### src/rtl/serial_link_fifo.sv
// serial_link_fifo
//   Single-clock serial link. A TX FIFO feeds a framed shifter (sclk_out/cs_out/sdo_out);
//   an oversampling deframer on sclk_in/cs_in/sdi_in fills an RX FIFO. Sticky error flags
//   and a maskable one-clk interrupt pulse.
//   Optional feature macro: SERIAL_LINK_PARITY_EN (append/check an even-parity bit).
// Ports:
//   clk, rst                 clock, asynchronous active-high reset
//   tx_rst, rx_rst           synchronous soft resets of the TX half / RX half
//   div                      sclk half-period is div+1 clk (div >= 2), latched per frame
//   tx_wr, tx_data           TX FIFO push; tx_full, tx_empty (FIFO empty and FSM idle)
//   rx_rd, rx_data           RX FIFO show-ahead pop/head; rx_valid = not empty
//   err_clr, err             sticky {par_err, frm_err, ovr_err}
//   irq_en, irq              {tx_done, rx_not_empty} enables, one-clk registered pulse
//   sclk_out, cs_out, sdo_out    serial transmit lines
//   sclk_in, cs_in, sdi_in       asynchronous serial receive lines
module serial_link_fifo #(
   parameter int unsigned DATA_W     = 8,
   parameter int unsigned FIFO_DEPTH = 16,
   parameter int unsigned DIV_W      = 8,
   parameter int unsigned LSB_FIRST  = 1
) (
   input  logic              clk,
   input  logic              rst,
   input  logic              tx_rst,
   input  logic              rx_rst,
   input  logic [DIV_W-1:0]  div,
   input  logic              tx_wr,
   input  logic [DATA_W-1:0] tx_data,
   output logic              tx_full,
   output logic              tx_empty,
   input  logic              rx_rd,
   output logic [DATA_W-1:0] rx_data,
   output logic              rx_valid,
   input  logic              err_clr,
   output logic [2:0]        err,
   input  logic [1:0]        irq_en,
   output logic              irq,
   output logic              sclk_out,
   output logic              cs_out,
   output logic              sdo_out,
   input  logic              sclk_in,
   input  logic              cs_in,
   input  logic              sdi_in
);
   localparam int unsigned AW = $clog2(FIFO_DEPTH);
`ifdef SERIAL_LINK_PARITY_EN
   localparam int unsigned N = DATA_W + 1;
`else
   localparam int unsigned N = DATA_W;
`endif
   localparam int unsigned BW = $clog2(N + 1);  // TX bit index 0..N (N = trailing low phase)
   localparam int unsigned CW = $clog2(N + 2);  // RX bit count 0..N+1

   typedef enum logic [1:0] {TxIdle, TxLoad, TxShift, TxGap} tx_state_e;

   // ---------------- TX FIFO ----------------
   logic [DATA_W-1:0] tx_mem [FIFO_DEPTH];
   logic [AW:0]       tx_wp_q, tx_rp_q;
   logic              tx_fifo_empty, tx_push, tx_pop;
   tx_state_e         tx_state_q;

   assign tx_fifo_empty = (tx_wp_q == tx_rp_q);
   assign tx_full = (tx_wp_q[AW] != tx_rp_q[AW]) && (tx_wp_q[AW-1:0] == tx_rp_q[AW-1:0]);
   assign tx_push = tx_wr && !tx_full;
   assign tx_pop  = (tx_state_q == TxLoad);  // LOAD is only entered with the FIFO non-empty
   assign tx_empty = tx_fifo_empty && (tx_state_q == TxIdle);

   always_ff @(posedge clk) begin
      if (tx_push) tx_mem[tx_wp_q[AW-1:0]] <= tx_data;
   end

   always_ff @(posedge clk or posedge rst) begin
      if (rst) begin
         tx_wp_q <= '0;
         tx_rp_q <= '0;
      end else if (tx_rst) begin
         tx_wp_q <= '0;
         tx_rp_q <= '0;
      end else begin
         if (tx_push) tx_wp_q <= tx_wp_q + 1'b1;
         if (tx_pop)  tx_rp_q <= tx_rp_q + 1'b1;
      end
   end

   // Frame in transmission order: index 0 goes out first, parity (if any) last.
   logic [DATA_W-1:0] tx_head;
   logic [N-1:0]      tx_frame;
   assign tx_head = tx_mem[tx_rp_q[AW-1:0]];

   always_comb begin
      tx_frame = '0;
      for (int k = 0; k < DATA_W; k++) begin
         if (LSB_FIRST != 0) tx_frame[k] = tx_head[k];
         else                tx_frame[k] = tx_head[DATA_W-1-k];
      end
`ifdef SERIAL_LINK_PARITY_EN
      tx_frame[N-1] = ^tx_head;
`endif
   end

   // ---------------- TX FSM ----------------
   // Line outputs are registered from the bit/phase counters, so they trail the counters
   // by one clk; bit 0 becomes visible on the first clk after LOAD.
   logic [N-1:0]     tx_sr_q;
   logic [DIV_W-1:0] div_q;
   logic [BW-1:0]    bit_q;
   logic [DIV_W:0]   ph_q;
   logic             sclk_q, cs_q, sdo_q;

   always_ff @(posedge clk or posedge rst) begin
      if (rst) begin
         tx_state_q <= TxIdle;
         tx_sr_q    <= '0;
         div_q      <= '0;
         bit_q      <= '0;
         ph_q       <= '0;
         sclk_q     <= 1'b0;
         cs_q       <= 1'b0;
         sdo_q      <= 1'b0;
      end else if (tx_rst) begin
         tx_state_q <= TxIdle;
         tx_sr_q    <= '0;
         div_q      <= '0;
         bit_q      <= '0;
         ph_q       <= '0;
         sclk_q     <= 1'b0;
         cs_q       <= 1'b0;
         sdo_q      <= 1'b0;
      end else begin
         unique case (tx_state_q)
            TxIdle: begin
               if (!tx_fifo_empty) tx_state_q <= TxLoad;
            end
            TxLoad: begin
               tx_sr_q    <= tx_frame;
               div_q      <= div;
               bit_q      <= '0;
               ph_q       <= '0;
               tx_state_q <= TxShift;
            end
            TxShift: begin
               cs_q   <= 1'b1;
               sclk_q <= (bit_q != BW'(N)) && (ph_q > {1'b0, div_q});
               if ((ph_q == '0) && (bit_q != BW'(N))) begin
                  sdo_q   <= tx_sr_q[0];
                  tx_sr_q <= tx_sr_q >> 1;
               end
               if (bit_q == BW'(N)) begin
                  // Trailing low phase keeps cs high past the last sclk fall.
                  if (ph_q == {1'b0, div_q}) begin
                     ph_q       <= '0;
                     tx_state_q <= TxGap;
                  end else begin
                     ph_q <= ph_q + 1'b1;
                  end
               end else if (ph_q == {div_q, 1'b1}) begin
                  ph_q  <= '0;
                  bit_q <= bit_q + 1'b1;
               end else begin
                  ph_q <= ph_q + 1'b1;
               end
            end
            TxGap: begin
               cs_q   <= 1'b0;
               sclk_q <= 1'b0;
               sdo_q  <= 1'b0;
               if (ph_q == {div_q, 1'b1}) begin
                  ph_q       <= '0;
                  tx_state_q <= tx_fifo_empty ? TxIdle : TxLoad;
               end else begin
                  ph_q <= ph_q + 1'b1;
               end
            end
            default: tx_state_q <= TxIdle;
         endcase
      end
   end

   assign sclk_out = sclk_q;
   assign cs_out   = cs_q;
   assign sdo_out  = sdo_q;

   // ---------------- RX synchronisers and deframer ----------------
   logic [2:0] sclk_sh_q, cs_sh_q;
   logic [1:0] sdi_sh_q;
   logic       sclk_rise, cs_rise, cs_fall;

   always_ff @(posedge clk or posedge rst) begin
      if (rst) begin
         sclk_sh_q <= '0;
         cs_sh_q   <= '0;
         sdi_sh_q  <= '0;
      end else begin
         sclk_sh_q <= {sclk_sh_q[1:0], sclk_in};
         cs_sh_q   <= {cs_sh_q[1:0], cs_in};
         sdi_sh_q  <= {sdi_sh_q[0], sdi_in};
      end
   end

   assign sclk_rise = sclk_sh_q[1] && !sclk_sh_q[2];
   assign cs_rise   = cs_sh_q[1] && !cs_sh_q[2];
   assign cs_fall   = !cs_sh_q[1] && cs_sh_q[2];

   // Bits shift in from the top, so after N bits arrival order k sits at index k.
   logic [N-1:0]  rx_sr_q;
   logic [CW-1:0] rx_cnt_q;

   always_ff @(posedge clk or posedge rst) begin
      if (rst) begin
         rx_sr_q  <= '0;
         rx_cnt_q <= '0;
      end else if (rx_rst) begin
         rx_sr_q  <= '0;
         rx_cnt_q <= '0;
      end else if (cs_rise) begin
         rx_cnt_q <= '0;
      end else if (sclk_rise && cs_sh_q[1]) begin
         rx_sr_q <= {sdi_sh_q[1], rx_sr_q[N-1:1]};
         if (rx_cnt_q != CW'(N + 1)) rx_cnt_q <= rx_cnt_q + 1'b1;
      end
   end

   logic [DATA_W-1:0] rx_word;
   logic              par_bad, frame_ok, frm_new, ovr_new, rx_push, rx_pop, rx_fifo_full;

   always_comb begin
      rx_word = '0;
      for (int k = 0; k < DATA_W; k++) begin
         if (LSB_FIRST != 0) rx_word[k] = rx_sr_q[k];
         else                rx_word[DATA_W-1-k] = rx_sr_q[k];
      end
   end

`ifdef SERIAL_LINK_PARITY_EN
   assign par_bad = rx_sr_q[N-1] ^ (^rx_word);
`else
   assign par_bad = 1'b0;
`endif

   assign frame_ok = cs_fall && (rx_cnt_q == CW'(N));
   assign frm_new  = cs_fall && (rx_cnt_q != CW'(N));
   assign ovr_new  = frame_ok && !par_bad && rx_fifo_full;
   assign rx_push  = frame_ok && !par_bad && !rx_fifo_full;

   // ---------------- RX FIFO ----------------
   logic [DATA_W-1:0] rx_mem [FIFO_DEPTH];
   logic [AW:0]       rx_wp_q, rx_rp_q;

   assign rx_valid     = (rx_wp_q != rx_rp_q);
   assign rx_fifo_full = (rx_wp_q[AW] != rx_rp_q[AW]) && (rx_wp_q[AW-1:0] == rx_rp_q[AW-1:0]);
   assign rx_pop       = rx_rd && rx_valid;
   assign rx_data      = rx_valid ? rx_mem[rx_rp_q[AW-1:0]] : '0;

   always_ff @(posedge clk) begin
      if (rx_push) rx_mem[rx_wp_q[AW-1:0]] <= rx_word;
   end

   always_ff @(posedge clk or posedge rst) begin
      if (rst) begin
         rx_wp_q <= '0;
         rx_rp_q <= '0;
      end else if (rx_rst) begin
         rx_wp_q <= '0;
         rx_rp_q <= '0;
      end else begin
         if (rx_push) rx_wp_q <= rx_wp_q + 1'b1;
         if (rx_pop)  rx_rp_q <= rx_rp_q + 1'b1;
      end
   end

   // ---------------- Sticky errors ----------------
   // Clear first, then OR in new events, so a same-cycle new error survives err_clr.
   logic [1:0] err_q;  // {frm, ovr}

   always_ff @(posedge clk or posedge rst) begin
      if (rst)         err_q <= '0;
      else if (rx_rst) err_q <= '0;
      else             err_q <= (err_clr ? 2'b00 : err_q) | {frm_new, ovr_new};
   end

`ifdef SERIAL_LINK_PARITY_EN
   logic par_err_q;

   always_ff @(posedge clk or posedge rst) begin
      if (rst)         par_err_q <= 1'b0;
      else if (rx_rst) par_err_q <= 1'b0;
      else             par_err_q <= (par_err_q && !err_clr) || (frame_ok && !frm_new && par_bad);
   end

   assign err = {par_err_q, err_q};
`else
   assign err = {1'b0, err_q};
`endif

   // ---------------- Interrupt ----------------
   logic ev_rx, ev_tx, ev_rx_q, ev_tx_q, irq_q;

   assign ev_rx = rx_valid && irq_en[0];
   assign ev_tx = tx_empty && irq_en[1];

   always_ff @(posedge clk or posedge rst) begin
      if (rst) begin
         ev_rx_q <= 1'b0;
         ev_tx_q <= 1'b0;
         irq_q   <= 1'b0;
      end else begin
         ev_rx_q <= ev_rx;
         ev_tx_q <= ev_tx;
         irq_q   <= (ev_rx && !ev_rx_q) || (ev_tx && !ev_tx_q);
      end
   end

   assign irq = irq_q;

endmodule

### config.mk
export PLATFORM = sky130hd
export DESIGN_NAME = serial_link_fifo
export DESIGN_NICKNAME = d
export VERILOG_FILES = /design/src/rtl/serial_link_fifo.sv
export SDC_FILE = /design/constraint.sdc
export NUM_CORES = 1
export LEC_CHECK = 0
export ABC_AREA = 1
export BUFFER_PORTS_ARGS = -buffer_cell sky130_fd_sc_hd__buf_2
export CAP_MARGIN = 5
export CORE_MARGIN = 2
export CORE_UTILIZATION = 35
export CTS_CLUSTER_SIZE = 8
export DETAILED_ROUTE_END_ITERATION = 10
export GPL_ROUTABILITY_DRIVEN = 0
export PLACE_DENSITY = 0.57
export SYNTH_ARGS = -nofsm -noshare
export SYNTH_HDL_FRONTEND = slang
export SYNTH_SLANG_ARGS = --single-unit
### constraint.sdc
create_clock -name clk -period 7.9 [get_ports clk]
set_clock_uncertainty 0.15 [all_clocks]
set_input_delay 1.58 -clock clk [delete_from_list [all_inputs] [get_ports clk]]
set_output_delay 1.58 -clock clk [all_outputs]
set_load 0.005 [all_outputs]
-- Word-level counts from Yosys, hierarchy flattened
Memories as Yosys holds them, arrays and structs flattened.
Index checks and enable logic that the tools add are counted.
- add/subtract/negate cells: 7
- magnitude comparators: 1
- equality and inequality tests: 24
- muxes and demuxes: 50
- bitwise gates (word level): 1
- reductions and logical operators: 45
- operators by type and width (cell ; count):
    two-way mux 8 bit ; 8
    two-way mux 5 bit ; 8
    two-way mux 9 bit ; 4
    two-way mux 4 bit ; 7
    one-hot mux 9 bit (3 select lines) ; 1
    != test 3 bit (second input constant) ; 7
    adder 5 x 1 -> 5 bit (second input constant) ; 4
    logical AND 1 bit ; 19
    one-hot mux 8 bit (2 select lines) ; 1
    two-way mux 2 bit ; 7
    != test 4 bit (second input constant) ; 3
    nonzero test 3 bit ; 4
    nonzero test 2 bit ; 5
    adder 9 x 1 -> 9 bit (second input constant) ; 1
    equality test 9 x 8 -> 1 bit ; 1
    equality test 9 bit ; 1
    > comparator 9 x 8 -> 1 bit ; 1
    zero test 9 bit ; 1
    two-way mux 1 bit ; 9
    adder 4 x 1 -> 4 bit (second input constant) ; 2
    equality test 4 bit ; 2
    equality test 4 bit (second input constant) ; 2
    one-hot mux 2 bit (4 select lines) ; 1
    one-hot mux 4 bit (2 select lines) ; 1
    other kinds (15) ; 28
- register bits after elaboration: 79
- RAM bits: 256
- bits of input ports: 28
- output and inout port bits: 18
- logic and storage cells: 151
- memories kept: 2
- memories (name ; depth ; width ; rd ports ; clocked after Yosys merged registers in ; write ports ; line ; source):
    rx_mem ; 16 ; 8 ; 1 ; 0 ; 1 ; 246 ; logic [DATA_W-1:0] rx_mem [FIFO_DEPTH];
    tx_mem ; 16 ; 8 ; 1 ; 0 ; 1 ; 57 ; logic [DATA_W-1:0] tx_mem [FIFO_DEPTH];

-- Longest topological paths before layout
- depth in word-level cells: 6
- depth in mapped cells: 13
- gate-level depth less buffers: 12

-- Worst setup path after synthesis
Ideal clock, no wire load.
- path type: reg-to-output
- from: register rx_rp_q[0]
- to: output rx_data[0]
- arrival time: 1.373 ns
- required time: 6.170 ns
- slack: 4.797 ns
- stages on the path, launching flop included: 8
- buffers on the path: 2
- cell sequence: dfrtp_1 -> inv_1 -> buf_2 -> clkbuf_1 -> nor2_1 -> o22ai_1 -> nand2_1 -> a31oi_1
- word-level cells in the longest chain between the ends: 2
- elaborated cells on any way between the ends: 3
- classes of those cells: 1 x eq/ne; 1 x mux; 1 x memory
- ends and longest elaborated chain (item ; line ; source):
    from (decl) ; 247 ; logic [AW:0] rx_wp_q, rx_rp_q;
    from (signal assigned) ; 267 ; if (rx_pop) rx_rp_q <= rx_rp_q + 1'b1;
    memory read (16 x 8 bit) or != test 5 bit (tied branches) ; -- ;
    two-way mux 8 bit * ; 252 ; assign rx_data = rx_valid ? rx_mem[rx_rp_q[AW-1:0]] : '0;
    to (decl) ; 32 ; output logic [DATA_W-1:0] rx_data,
Every way passes the cells marked *; elsewhere a longest branch is shown, timed or not.

-- Final worst setup path
- from: register rx_rp_q[0]
- to: output rx_data[6]
The elaborated chain is that of the path after synthesis.

==> results.md <==
- Status: completed
- Final cell count without fillers: about 1900
- Share of layout cells above drive strength 1: under 10%
- HPWL after DPL: 21.18 mm
- Multiplexer share of the synthesized area: 0%
- Crit. End Element: output port
- Max clock buf depth: 3
- PwrDens: 289.8 nW/um^2
- IO buf count: 44
- Final setup vio count: 0
- ANT nets after route: 0
- Syn_nets: 1396
- # nets final: around 1400
- Required @ worst endpoint: 6.17 ns
- Mapped cell area: around 15000 sq um
- Layout Utilization: about 41%
- Clock Pin Slew Worst Setup and Hold Paths: 0.05 ns
- N_diodes: 0
- Worst vdd ir: 0.1813 mV
- Largest family of logic cells by synthesized area: simple AND/OR/NAND/NOR gates
- Largest net degree at the start of global routing: 69
- Period Utilization, post-route: ~61%
- Fmax: slightly above 200 MHz
- Hold-fix buffers at CTS: 0
- Worst Hold Class: reg -> reg
- Yosys reg bits: roughly 340
- Vias per cell: a little over 5
- Overflow after GRT: 0
- Initial Utilization: between 30% and 40%
- R2R Path Start: rx_rp_q[1]
- H-tree Lvls: 2
- Core Footprint: 40830 sq um
- Num rows: 74
- DIE WIDTH: slightly above 200 microns
- Area Overhead vs Synth: 14.35%
- CTS resizes: 0
- Crit Path Class: reg -> out
- Ys flop type: edfxtp_1
- Critical Path AT: 3.09 ns
- Die Ht: just over 200 microns
- Worst slew pin tran: between 1 and 1.5 ns
- Initial antenna violation count: 0
- CTS sink count: about 340
- Simple-gate share of the synthesized area: 14.41%
- Vias in the first global route: roughly 9600
- I/O Pins: 46
- Pleak: between 6 and 7 nW
- Setup Buffers After CTS: 0
- Worst slack at placement: between 3 and 4 ns
- Hold Crit Start: cs_sh_q[0]
- Final Hold Viols: 0
- Routed WL: 34.43 mm
- Max_slew headroom: about 27%
- Setup crit start: rx_rp_q[0]
- Post-synth ARST share: a little under a quarter
- Worst Setup Start Kind: flip-flop
- # DRC: 0
- DRT iter0 DRCs: 841
- Post-synth EDFFs: roughly 260
- Root Buffer: clkbuf_16
- Synth Area in XOR/XNOR: about 1.1%
- Mean Syn Cell Area: between 10 and 15 sq um
- Via count: between 9000 and 10000
- Adder-cell share of the synthesized area: roughly 2.5%
- Post-Place Cells: around 1900
- Final critical-path required period: between 4 and 5 ns
- First-pass GRT wire length: approximately 54 mm
- Unrepaired setup endpoints after global routing: false
- Clk_lat worst skew: between 0.5 and 0.6 ns
- Worst setup margin: a little over 3 ns
- Max Transition Viols Final: 0
- Crit Path Max Fanout: 64
- Final Power: about 4.8 mW
- Cells after Synth: 1339
- Maxcap violations: 0
- DR WL/cell: about 18 microns
- Setup TNS: 0 ns
- Compound-Gate Fraction of Synth Area: 11.12%
- Distinct cells, synth: 41
- TritonCTS Buffers: 48
- First drt pass iteration count: 5
- Yosys warns: 0
- Sequential element share of the synthesized area: between 60% and 70%
- DIE AREA: about 43000 sq um
- TritonCTS clock tree: yes
- Total GRT Usage: 16.00%
==> cells in the mapped netlist (all sizes together) (3+ instances only) <==
library cell  instances  area share [%]
clkinv                5            0.13
clkbuf               29            0.76
dfrtp                79              14
xnor2                 3            0.18
ha                   29             2.5
nor2                258             6.7
buf                  27            0.98
a21oi                41             1.4
nand4                 7            0.30
a31oi                 6            0.26
o21ai               172             5.9
o211ai               29             1.5
edfxtp              256              53
o22ai                28             1.2
o221ai                3            0.18
nand2               170             4.5
xor2                 15            0.91
nand3                65             2.2
inv                  91             2.4
o31ai                 5            0.35
nor3                  6            0.21
nor3b                 3            0.16
==> critical path: stages (launching register included) <==
cell      delay, ns
dfrtp_2        0.59
buf_4          0.34
inv_1          0.14
buf_4          0.51
o21ai_0        0.18
o211ai_1       0.12
nand3_1        0.14
a31oi_1        0.28
buf_2          0.18
==> per-layer routing <==
metal	track usage [%]	up-vias	routed length, microns
li1	-	4753	-
met1	21.94	4763	15330
met2	25.95	262	16590
met3	2.844	50	1796
met4	4.877	0	706
met5	0	-	0
==> sequential cells by signal, indices dropped and copies added (netlist names), 8 cells and up <==
signal   cells
tx_mem     128
rx_mem     128
ph_q         9
tx_sr_q      8
div_q        8
rx_sr_q      8
==> final timing paths <==
check                                to  slack, ns  cells past startpoint
max in group asynchronous    rx_rp_q[0]       5.60                      3
setup reg to reg           rx_mem[6][3]       4.90                      7
min in group asynchronous      div_q[7]       0.83                      2
setup / recovery             rx_data[6]       3.08                      8
hold reg to reg              cs_sh_q[1]       0.19                      0
hold / removal               cs_sh_q[1]       0.19                      0
==> report_power, final <==
part | internal [mW] | switching (mW)
logic | 0.280 | 0.619
registers | 1.96 | 0.0611
clock network | 1.16 | 0.724
==> cells by family (layout without fill, tap and decap cells) <==
logic type | count (synthesis) | after routing
buffers and inverters | 152 | 227
XOR/XNOR | 18 | 18
other | 1 | 1
adder cells (fa/ha/maj) | 29 | 29
AND/OR/NAND/NOR | 515 | 515
flip-flops | 335 | 335
AO/OA/AOI/OAI | 289 | 289
==> final cells by class <==
| type | count | area [sq um] |
|---|---|---|
| fill | 3887 | 24240 |
| sequential | 335 | 9668 |
| clock inverter | 2 | 25.02 |
| inverter | 96 | 364.1 |
| multi-input combinational | 852 | 4229 |
| timing repair buffer | 51 | 272.8 |
| clock buffer | 78 | 1366 |
| tap | 532 | 665.6 |
==> placed cells by master, fill, tap and decap left out, types with 2 or more instances in the layout <==
cell | synthesis | routed
clkinv_1 | 5 | 6
a21oi_1 | 41 | 41
xnor2_1 | 3 | 3
o22ai_1 | 28 | 28
nand4_1 | 7 | 7
nor3_1 | 6 | 6
o31ai_1 | 4 | 4
buf_2 | 21 | 44
nor2_1 | 255 | 255
clkbuf_1 | 28 | 27
inv_1 | 88 | 86
nand3_1 | 65 | 65
o21ai_1 | 9 | 9
ha_1 | 29 | 29
nand2_2 | 2 | 2
dfrtp_2 | 0 | 3
dfrtp_1 | 79 | 76
nor2_2 | 3 | 3
clkbuf_16 | 0 | 50
o221ai_1 | 3 | 3
a211oi_1 | 2 | 2
nand3b_1 | 2 | 2
o211ai_1 | 29 | 29
nor3b_1 | 3 | 3
nand2_1 | 167 | 167
buf_4 | 4 | 7
a31oi_1 | 6 | 6
o21ai_0 | 163 | 163
nor4_1 | 2 | 2
edfxtp_1 | 256 | 256
inv_2 | 2 | 2
xor2_1 | 15 | 15
==> per-stage QoR <==
step                      hold slack (ns)  area (sq um)
after global routing               0.2012         16590
after detailed placement           0.1856         15200
after CTS                          0.1958         16590
final                              0.1926         16590
after floorplan                    0.1812         14510
after global placement             0.1851         15200
Note: power is estimated with default switching activity, not from simulation.
